===== src/rtl/device2_rx_lane.sv =====
// -----------------------------------------------------------------------------
// device2_rx_lane
//
// Receive lane of device 2. It finds word boundaries on a serial bit stream by
// hunting for SYNC_WORD, and needs SYNC_COUNT consecutive aligned sync words
// before it declares lock. Once locked, it deserializes MSB-first words and
// pushes every non-idle word into a small circular FIFO. The FIFO's
// almost-full flag is the back-pressure signal returned to device 1.
//
// Optional feature (macro DEVICE2_LOS_DETECT_EN):
//   Loss-of-sync watchdog. While LOCKED, a run of 63 completed words with no
//   SYNC_WORD among them drops the lane back to HUNT. The 63rd word is not
//   pushed. Without the macro, only reset leaves LOCKED.
//
// Parameters:
//   DATA_SIZE   word width in bits
//   FIFO_DEPTH  FIFO entries (power of 2)
//   AF_THRESH   occupancy at or above which fifo_almostfull is high
//   SYNC_WORD   alignment / idle pattern
//   SYNC_COUNT  aligned sync words needed to reach lock (>= 2)
//
// Ports:
//   clk             serial bit clock, rising edge
//   reset           asynchronous, active-high
//   serial_in       lane bit stream, one bit per clk
//   pop             read request from the consumer
//   data_out        popped word (registered)
//   data_valid      one-cycle strobe: data_out was just loaded
//   fifo_empty      occupancy == 0
//   fifo_full       occupancy == FIFO_DEPTH
//   fifo_almostfull occupancy >= AF_THRESH
//   locked          alignment FSM is in LOCKED
//   error_overflow  sticky: a word was dropped because the FIFO was full
//   error_underflow one-cycle pulse: pop while the FIFO was empty
// -----------------------------------------------------------------------------
module device2_rx_lane #(
   parameter int                   DATA_SIZE  = 10,
   parameter int                   FIFO_DEPTH = 8,
   parameter int                   AF_THRESH  = 6,
   parameter logic [DATA_SIZE-1:0] SYNC_WORD  = 10'h3BC,
   parameter int                   SYNC_COUNT = 4
) (
   input  logic                 clk,
   input  logic                 reset,
   input  logic                 serial_in,
   input  logic                 pop,
   output logic [DATA_SIZE-1:0] data_out,
   output logic                 data_valid,
   output logic                 fifo_empty,
   output logic                 fifo_full,
   output logic                 fifo_almostfull,
   output logic                 locked,
   output logic                 error_overflow,
   output logic                 error_underflow
);

   localparam int AW = $clog2(FIFO_DEPTH);
   localparam int BW = $clog2(DATA_SIZE);
   localparam int SW = $clog2(SYNC_COUNT + 1);

   localparam logic [BW-1:0] LAST_BIT    = BW'(DATA_SIZE - 1);
   localparam logic [SW-1:0] SYNC_TARGET = SW'(SYNC_COUNT);
   localparam logic [AW:0]   DEPTH_C     = (AW + 1)'(FIFO_DEPTH);
   localparam logic [AW:0]   AF_C        = (AW + 1)'(AF_THRESH);

   typedef enum logic [1:0] {
      HUNT   = 2'd0,
      SYNC   = 2'd1,
      LOCKED = 2'd2
   } state_t;

   state_t                 state, state_nx;
   logic [DATA_SIZE-2:0]   sh;
   logic [DATA_SIZE-1:0]   window;
   logic [BW-1:0]          bit_cnt, bit_cnt_nx;
   logic [SW-1:0]          sync_cnt, sync_cnt_nx;
   logic                   word_done;
   logic                   push;
   logic                   push_ok;
   logic                   pop_ok;

`ifdef DEVICE2_LOS_DETECT_EN
   logic [5:0]             los_cnt, los_cnt_nx;
`endif

   logic [DATA_SIZE-1:0]   mem [FIFO_DEPTH];
   logic [AW-1:0]          wr_ptr, rd_ptr;
   logic [AW:0]            count;

   // The bit arriving this cycle completes the window, so a word is usable
   // at the same edge that samples its LSB.
   assign window    = {sh, serial_in};
   assign word_done = (bit_cnt == LAST_BIT);

   // ---- alignment FSM: state register ----
   always_ff @(posedge clk or posedge reset) begin
      if (reset) begin
         state    <= HUNT;
         sh       <= '0;
         bit_cnt  <= '0;
         sync_cnt <= '0;
`ifdef DEVICE2_LOS_DETECT_EN
         los_cnt  <= '0;
`endif
      end else begin
         state    <= state_nx;
         sh       <= window[DATA_SIZE-2:0];
         bit_cnt  <= bit_cnt_nx;
         sync_cnt <= sync_cnt_nx;
`ifdef DEVICE2_LOS_DETECT_EN
         los_cnt  <= los_cnt_nx;
`endif
      end
   end

   // ---- alignment FSM: next state and push decision ----
   always_comb begin
      state_nx    = state;
      bit_cnt_nx  = bit_cnt;
      sync_cnt_nx = sync_cnt;
      push        = 1'b0;
`ifdef DEVICE2_LOS_DETECT_EN
      los_cnt_nx  = '0;
`endif
      unique case (state)
         HUNT: begin
            // Slide over every bit position until the pattern shows up.
            bit_cnt_nx  = '0;
            sync_cnt_nx = '0;
            if (window == SYNC_WORD) begin
               state_nx    = SYNC;
               sync_cnt_nx = SW'(1);
            end
         end
         SYNC: begin
            if (word_done) begin
               bit_cnt_nx = '0;
               if (window == SYNC_WORD) begin
                  sync_cnt_nx = sync_cnt + SW'(1);
                  if (sync_cnt + SW'(1) == SYNC_TARGET) begin
                     state_nx = LOCKED;
                  end
               end else begin
                  state_nx    = HUNT;
                  sync_cnt_nx = '0;
               end
            end else begin
               bit_cnt_nx = bit_cnt + BW'(1);
            end
         end
         LOCKED: begin
`ifdef DEVICE2_LOS_DETECT_EN
            los_cnt_nx = los_cnt;
`endif
            if (word_done) begin
               bit_cnt_nx = '0;
               if (window == SYNC_WORD) begin
`ifdef DEVICE2_LOS_DETECT_EN
                  los_cnt_nx = '0;
`endif
               end else begin
`ifdef DEVICE2_LOS_DETECT_EN
                  // 63rd word without an idle: give up alignment and drop it.
                  if (los_cnt == 6'd62) begin
                     state_nx   = HUNT;
                     los_cnt_nx = '0;
                  end else begin
                     los_cnt_nx = los_cnt + 6'd1;
                     push       = 1'b1;
                  end
`else
                  push = 1'b1;
`endif
               end
            end else begin
               bit_cnt_nx = bit_cnt + BW'(1);
            end
         end
         default: begin
            state_nx    = HUNT;
            bit_cnt_nx  = '0;
            sync_cnt_nx = '0;
         end
      endcase
   end

   assign locked = (state == LOCKED);

   // ---- FIFO ----
   // Full/empty are judged on the state before the edge, so a push into a
   // full FIFO is dropped even if a pop frees a slot in the same cycle.
   assign push_ok = push && !fifo_full;
   assign pop_ok  = pop  && !fifo_empty;

   assign fifo_empty      = (count == '0);
   assign fifo_full       = (count == DEPTH_C);
   assign fifo_almostfull = (count >= AF_C);

   always_ff @(posedge clk) begin
      if (push_ok) begin
         mem[wr_ptr] <= window;
      end
   end

   always_ff @(posedge clk or posedge reset) begin
      if (reset) begin
         wr_ptr          <= '0;
         rd_ptr          <= '0;
         count           <= '0;
         data_out        <= '0;
         data_valid      <= 1'b0;
         error_overflow  <= 1'b0;
         error_underflow <= 1'b0;
      end else begin
         data_valid      <= pop_ok;
         error_underflow <= pop && fifo_empty;
         if (push && fifo_full) begin
            error_overflow <= 1'b1;
         end
         if (push_ok) begin
            wr_ptr <= wr_ptr + AW'(1);
         end
         if (pop_ok) begin
            data_out <= mem[rd_ptr];
            rd_ptr   <= rd_ptr + AW'(1);
         end
         unique case ({push_ok, pop_ok})
            2'b10:   count <= count + (AW + 1)'(1);
            2'b01:   count <= count - (AW + 1)'(1);
            default: count <= count;
         endcase
      end
   end

endmodule


===== config.mk =====
export PLATFORM = sky130hd
export DESIGN_NAME = device2_rx_lane
export DESIGN_NICKNAME = d
export VERILOG_FILES = /design/src/rtl/device2_rx_lane.sv
export SDC_FILE = /design/constraint.sdc
export NUM_CORES = 1
export LEC_CHECK = 0
export ABC_CLOCK_PERIOD_IN_PS = 2700
export CAP_MARGIN = 0
export CORE_MARGIN = 1
export CORE_UTILIZATION = 35
export CTS_BUF_LIST = sky130_fd_sc_hd__clkbuf_4
export DETAILED_ROUTE_END_ITERATION = 10
export PLACE_DENSITY = 0.53
export SKIP_LAST_GASP = 1
export SYNTH_ARGS = -nofsm -noshare
export SYNTH_HDL_FRONTEND = slang
export SYNTH_SLANG_ARGS = --single-unit

===== constraint.sdc =====
create_clock -name clk -period 2.7 [get_ports clk]
set_clock_uncertainty 0.2 [all_clocks]
set_input_delay 0.81 -clock clk [delete_from_list [all_inputs] [get_ports clk]]
set_output_delay 0.81 -clock clk [all_outputs]
set_load 0.02 [all_outputs]

==> results.yml, run 1 <==
timing:
  drv_slew: 0
  post-route-min-period_ns: 2.59
  rsz0062_at_grt: "false"
  fmax_ghz: 0.386
  final.period_utilization_pct: 95.9
  maxSlewHeadroom_pct: 55.8
  hold_violations: 0
  tightest_slew_ns: 0.663
  final-setup-viol-count: 0
place:
  gp_congestion: 0.680
  dp_hpwl_mm: 5.76
  portBuffers: 20
  dp_cells: 490
cells_and_area:
  fin_nets: 357
  drive_gt1_share_pct: 29.1
  stdcell_count: 531
  nFillCells: 1226
  area_delta_synth_final_pct: 17.6
drt:
  wl_mm: 8.69
  wire_per_inst_um: 16.4
  drc_errors: 0
  route.vias.total: 2527
  routed_via_density: 4.76
  dr.pass1.iters: 4
  ant_nets: 0
  first_iter_violations: 123
worst_setup_path:
  arrival_ns: 1.58
  worstPathCellList: "nor4b_4 > clkbuf_2"
  start_kind: "flip-flop"
  worst_path_dominant_cell_family: "flip-flops"
  r2r_start: "count[2]$_DFFE_PP0P_"
  ff2ff_path_depth: 10
  critPathMaxFanout: 5
  worst-path-buf-inv: 1
  crit_type: "flip-flop to primary output"
  startpoint: "count[2]$_DFFE_PP0P_"
  slowest_stage: "dfrtp_2"
  cp.required_ns: 1.69
  cp-end-kind: "primary output"
  r2r-end: "count[3]$_DFFE_PP0P_"
  regToRegSetupSlack_ns: 0.20
  max_stage_delay_ns: 0.47
pwr:
  comb_power_share_pct: 27.9
  switching_share_pct: 29.4
  ir_drop_mv: 0.258
  power.switching_w: 0.00142
  power_w: 0.00483
  power_leakage_nw: 2.17
  pwr-share-seq_pct: 47.5
  clockPowerShare_pct: 24.6
  power_density_nw_per_um2: 837
  p_int_w: 0.00341
clock_network:
  cts.sinks: 121
  clock_latency_ns: 0.52
  cts_tree: "done"
  root_buffer: "clkbuf_4"
  clockBufferDepth: 2
  numCtsBuffers: 17
  cts-htree-levels: 4
  path_clk_slew_ns: 0.10
  hold_buffers: 0
yosys:
  synth_cells: 279
  syn_nets: 295
  synthDistinctLibCells: 44
  synth_seq_area_share_pct: 69.9
  yosys_warnings: 0
  synth_edf_count: 80
  synth.area.top_cells: "edfxtp_1 (49%), dfrtp_1 (21%), mux4_2 (9.2%)"
  syn_area_um2: 4910
  synthFlopType: "edfxtp_1"
  syn_area_per_cell_um2: 17.6
  synthArstFlopShare_pct: 33.9
  ys_seq_elements: 121
  yosys.area.top_type: "edfxtp_1"
  yosys.area.top_type_share_pct: 49.0
hold_path:
  holdCritStartpoint: "error_overflow$_DFFE_PP0P_"
  worstHoldPathType: "flip-flop to flip-flop"
  whs_path_depth: 1
  whs_endpoint: "error_overflow$_DFFE_PP0P_"
die:
  core-area_um2: 13500
  start_util_pct: 36.5
  die-area_um2: 14500
  io_pins: 21
  num_rows: 42
  dieWidth_um: 120
  die_h_um: 120
grt:
  grt_max_degree: 26
  grt_pass1_wl_mm: 14.4
  grt_pass1_vias: 2622
  grt-ovfl-total: 0
  antenna_found_initial: 1
  grt_usage_pct: 13.8
outcome:
  outcome: "finished clean"
flow_run:
  max_cap_violations: 0
## per-layer routing
layer | part of all wire (%) | GRT usage (%) | wire, µm | up-vias
met4 | 1.6 | 6.48 | 143 | 0
met2 | 49 | 22.0 | 4220 | 38
li1 | - | - | - | 1197
met1 | 46 | 16.9 | 4030 | 1277
met3 | 3.4 | 4.67 | 298 | 15
met5 | 0 | 0 | 0 | -
## cell families after synthesis
group           synth area share, %
xor+xnor                       1.96
simple gates                   7.73
flops                          69.9
compound gates                 3.19
mux                            11.7
buf+inv                        2.50
fa+ha+maj                      3.06
## worst max-delay path by stage
stage	cells past startpoint	to	slack [ns]
3_3_place_gp	11	count[2]$_DFFE_PP0P_	-0.39
4_1_cts	2	fifo_full	-0.12
6_report	2	fifo_full	0.11
2_1_floorplan	5	mem[5][0]$_DFFE_PP_	-0.13
3_5_place_dp	11	count[2]$_DFFE_PP0P_	-0.41
5_1_grt	3	fifo_empty	0.008
## cells in the final DEF, fill, tap and decap left out, drive strengths merged, types with 2 or more instances in the layout
master,Yosys,layout
a21oi,6,6
and4bb,2,2
buf,10,35
bufinv,0,2
clkbuf,1,21
clkdlybuf4s50,0,16
clkinv,0,8
clkinvlp,0,2
dfrtp,41,41
dlygate4sd2,0,2
edfxtp,80,80
ha,12,12
inv,10,10
mux2,2,2
mux2i,10,10
mux4,20,20
nand2,22,22
nand2b,4,4
nand3,2,2
nand4,2,2
nor2,5,5
nor3,4,4
nor3b,2,2
nor4,3,3
nor4b,3,3
o21ai,13,13
o22ai,2,2
o31ai,2,2
xnor2,8,8
xor2,3,3
## Yosys cell counts, drive strengths merged, types with 3 or more instances
library cell,instances
mux2i,10
nand2b,4
xnor2,8
mux4,20
a21oi,6
nand2,22
nor2,5
dfrtp,41
ha,12
edfxtp,80
nor3,4
inv,10
xor2,3
o21ai,13
nor4b,3
nor4,3
buf,10
## timing repair
item,in CTS,in global routing
resized for setup,10,4
endpoints found under the setup margin,4,2
endpoints found under the hold margin,0,0
setup buffers,5,3
pin swaps,1,2
## final cells by class
class                   instances  area, µm²  area share, %
diodes                          1       2.50         0.0434
clock inverters                12        110           1.91
flip-flops and latches        121       3430           59.5
inverters                      10       37.5          0.650
clock buffers                  20        150           2.60
multi-input cells             137       1360           23.5
repair buffers                 54        462           8.00
well taps                     176        220           3.82
## power by group through the flow
stage          Clock (W)  Combinational, W  Sequential, W
2_1_floorplan          0          0.000874        0.00238
4_1_cts          0.00123           0.00136        0.00230
3_3_place_gp           0           0.00128        0.00235
3_5_place_dp           0           0.00129        0.00235
5_1_grt          0.00131           0.00149        0.00232
6_report         0.00119           0.00135        0.00229
## metrics by stage
step / TNS (ns) / area [µm²] / setup slack [ns] / utilization [%] / hold slack, ns
2_1_floorplan: -6.18 / 4910 / -0.133 / - / 0.249
3_3_place_gp: -15.54 / 5450 / -0.389 / 40.5 / 0.253
3_5_place_dp: -18.02 / 5450 / -0.415 / 40.5 / 0.261
4_1_cts: -0.117 / 5740 / -0.117 / 42.7 / 0.285
5_1_grt: 0 / 5770 / 0.00800 / 42.9 / 0.313
6_report: 0 / 5770 / 0.111 / 42.9 / 0.283
## flip-flops by register name (all words and copies together) (netlist names)
register / flops
sync_cnt: 3
mem: 80
bit_cnt: 4
data_valid: 1
count: 4
error_overflow: 1
rd_ptr: 3
error_underflow: 1
state: 2
wr_ptr: 3
sh: 9
data_out: 10
Power figures use the tool's default switching activity.
==> run 2, diff against run 1 <==
--- a/config.mk
+++ b/config.mk
@@ -6,7 +6,7 @@
 export NUM_CORES = 1
 export LEC_CHECK = 0
 export ABC_CLOCK_PERIOD_IN_PS = 2700
-export CAP_MARGIN = 0
+export CAP_MARGIN = 20
 export CORE_MARGIN = 1
 export CORE_UTILIZATION = 35
 export CTS_BUF_LIST = sky130_fd_sc_hd__clkbuf_4
==> results of run 2 <==
Same layout as run 1: the final DEF is identical, and so are final timing and power.
==> run 3, diff against run 2 <==
--- a/config.mk
+++ b/config.mk
@@ -8,11 +8,11 @@
 export ABC_CLOCK_PERIOD_IN_PS = 2700
 export CAP_MARGIN = 20
 export CORE_MARGIN = 1
-export CORE_UTILIZATION = 35
+export CORE_UTILIZATION = 50
 export CTS_BUF_LIST = sky130_fd_sc_hd__clkbuf_4
 export DETAILED_ROUTE_END_ITERATION = 10
-export PLACE_DENSITY = 0.53
-export SKIP_LAST_GASP = 1
+export DONT_BUFFER_PORTS = 1
+export PLACE_DENSITY = 0.67
 export SYNTH_ARGS = -nofsm -noshare
 export SYNTH_HDL_FRONTEND = slang
 export SYNTH_SLANG_ARGS = --single-unit
==> results.yml, run 3 (synthesis gave the netlist of run 1 again) <==
outcome:
  outcome: "finished clean"
grt:
  grt_usage_pct: 17.8
  grt_pass1_vias: 2442
  grt_pass1_wl_mm: 12.8
  grt-ovfl-total: 0
  grt_max_degree: 23
  antenna_found_initial: 1
clock_network:
  cts_tree: "done"
  cts.sinks: 121
  clockBufferDepth: 2
  clock_latency_ns: 0.48
  path_clk_slew_ns: 0.13
  root_buffer: "clkbuf_4"
  numCtsBuffers: 17
  postCtsSetupBuffers: 0
  cts-htree-levels: 4
timing:
  final.period_utilization_pct: 95.3
  tightest_slew_ns: 0.725
  setup_tns_ns: 0
  post-route-min-period_ns: 2.57
  rsz0062_at_grt: "false"
  hold_violations: 0
  final-setup-viol-count: 0
  fmax_ghz: 0.388
  maxSlewHeadroom_pct: 51.7
  setup_ws_ns: 0.126
  drv_slew: 0
worst_setup_path:
  cp.required_ns: 1.69
  start_kind: "flip-flop"
  critPathMaxFanout: 6
  ff2ff_path_depth: 10
  regToRegSetupSlack_ns: 0.24
  arrival_ns: 1.56
  r2r-end: "count[2]$_DFFE_PP0P_"
  cp-end-kind: "primary output"
  r2r_start: "sh[0]$_DFF_PP0_"
  crit_type: "flip-flop to primary output"
die:
  die_h_um: 101
  num_rows: 35
  start_util_pct: 52.3
  io_pins: 21
  dieWidth_um: 101
  core-area_um2: 9370
  die-area_um2: 10200
drt:
  wire_per_inst_um: 17.8
  ant_nets: 0
  dr.pass1.iters: 4
  wl_mm: 8.04
  drc_errors: 0
  routed_via_density: 5.38
  first_iter_violations: 131
  route.vias.total: 2426
pwr:
  comb_power_share_pct: 20.9
  power_leakage_nw: 2.01
  power_w: 0.00454
  power.switching_w: 0.00144
  ir_drop_mv: 0.435
  switching_share_pct: 31.7
  power_density_nw_per_um2: 838
  clockPowerShare_pct: 25.9
  p_int_w: 0.00310
  pwr-share-seq_pct: 53.2
cells_and_area:
  top_regs: "mem x80, data_out x10, sh x9"
  final_common_cell: "edfxtp_1"
  regMostFlops: "mem"
  most-common-layout-cells: "edfxtp_1 (80), dfrtp_1 (40), nand2_1 (22), mux4_2 (20), buf_4 (20)"
  fin_nets: 324
  area_delta_synth_final_pct: 10.4
  drive_gt1_share_pct: 27.4
  largest_register_ffs: 80
hold_path:
  whs_endpoint: "sh[0]$_DFF_PP0_"
  worstHoldPathType: "input pin to flip-flop"
  holdCritStartpoint: "serial_in"
  whs_path_depth: 0
place:
  gp_congestion: 0.718
  dp_hpwl_mm: 5.08
  pre_cts_ws_ns: -0.0123
  portBuffers: 0
flow_run:
  max_cap_violations: 0
==> run 3: changes by cell type in the layout (fill, tap and decap cells not counted), moves of 2 or more <==
cell / delta
dfrtp_2: -2
clkbuf_4: -3
dlygate4sd2_1: -2
buf_4: -13
clkinv_1: -3
clkinvlp_4: +2
dfrtp_1: +2
clkinv_2: -3
inv_6: +4
clkdlybuf4s50_1: -16
clkinv_4: +3
==> run 3: area by class of cell <==
class,count,area [µm²]
Fill cell,759,3950
Sequential cell,121,3430
Multi-Input combinational cell,137,1360
Tap cell,129,161
Timing Repair Buffer,21,160
Clock inverter,15,141
Clock buffer,17,128
Inverter,10,37.5
Antenna cell,1,2.50
==> run 3: worst max-delay path by stage <==
stage / end / cells after the start / startpoint / slack (ns)
global placement: count[2]$_DFFE_PP0P_ / 10 / serial_in / 0.07
floorplan: mem[5][0]$_DFFE_PP_ / 5 / serial_in / -0.13
CTS: fifo_full / 2 / count[1]$_DFFE_PP0P_ / 0.07
global route: fifo_full / 2 / count[0]$_DFFE_PP0P_ / 0.0006
detailed placement: count[2]$_DFFE_PP0P_ / 10 / serial_in / -0.01
finish: fifo_full / 2 / count[0]$_DFFE_PP0P_ / 0.13
==> run 3: per-stage QoR <==
stage          utilization [%]  instances  cell area (µm²)  hold slack [ns]
2_1_floorplan                -        279             4910            0.249
3_3_place_gp              54.8        417             5130            0.265
3_5_place_dp              54.8        417             5130            0.274
4_1_cts                   57.8        450             5410           0.0981
5_1_grt                   57.8        451             5420           0.0722
6_report                  57.8        451             5420            0.149
==> run 3: critical path, cell delays in order, from the launching register on <==
cell,delay (ns)
dfrtp_1,0.51
nor4b_4,0.37
buf_4,0.20
==> run 3: timing repair <==
action,in CTS,in global routing
hold buffers,1,0
endpoints found under the setup margin,0,1
endpoints found under the hold margin,11,0
gates resized for setup,0,1
==> run 3: power by group through the flow <==
stage	Clock, W	Combinational (W)	Sequential [W]
floorplan	0	0.000874	0.00238
global placement	0	0.000958	0.00245
detailed placement	0	0.000965	0.00246
CTS	0.00121	0.000967	0.00242
global route	0.00130	0.00105	0.00245
finish	0.00118	0.000948	0.00242
==> run 3: metal layers <==
layer	GRT usage, %	part of all wire [%]	vias to the layer above
met5	0	0	-
li1	-	-	1135
met3	5.06	3.5	6
met4	7.13	0.87	0
met2	28.2	50	54
met1	23.3	46	1231
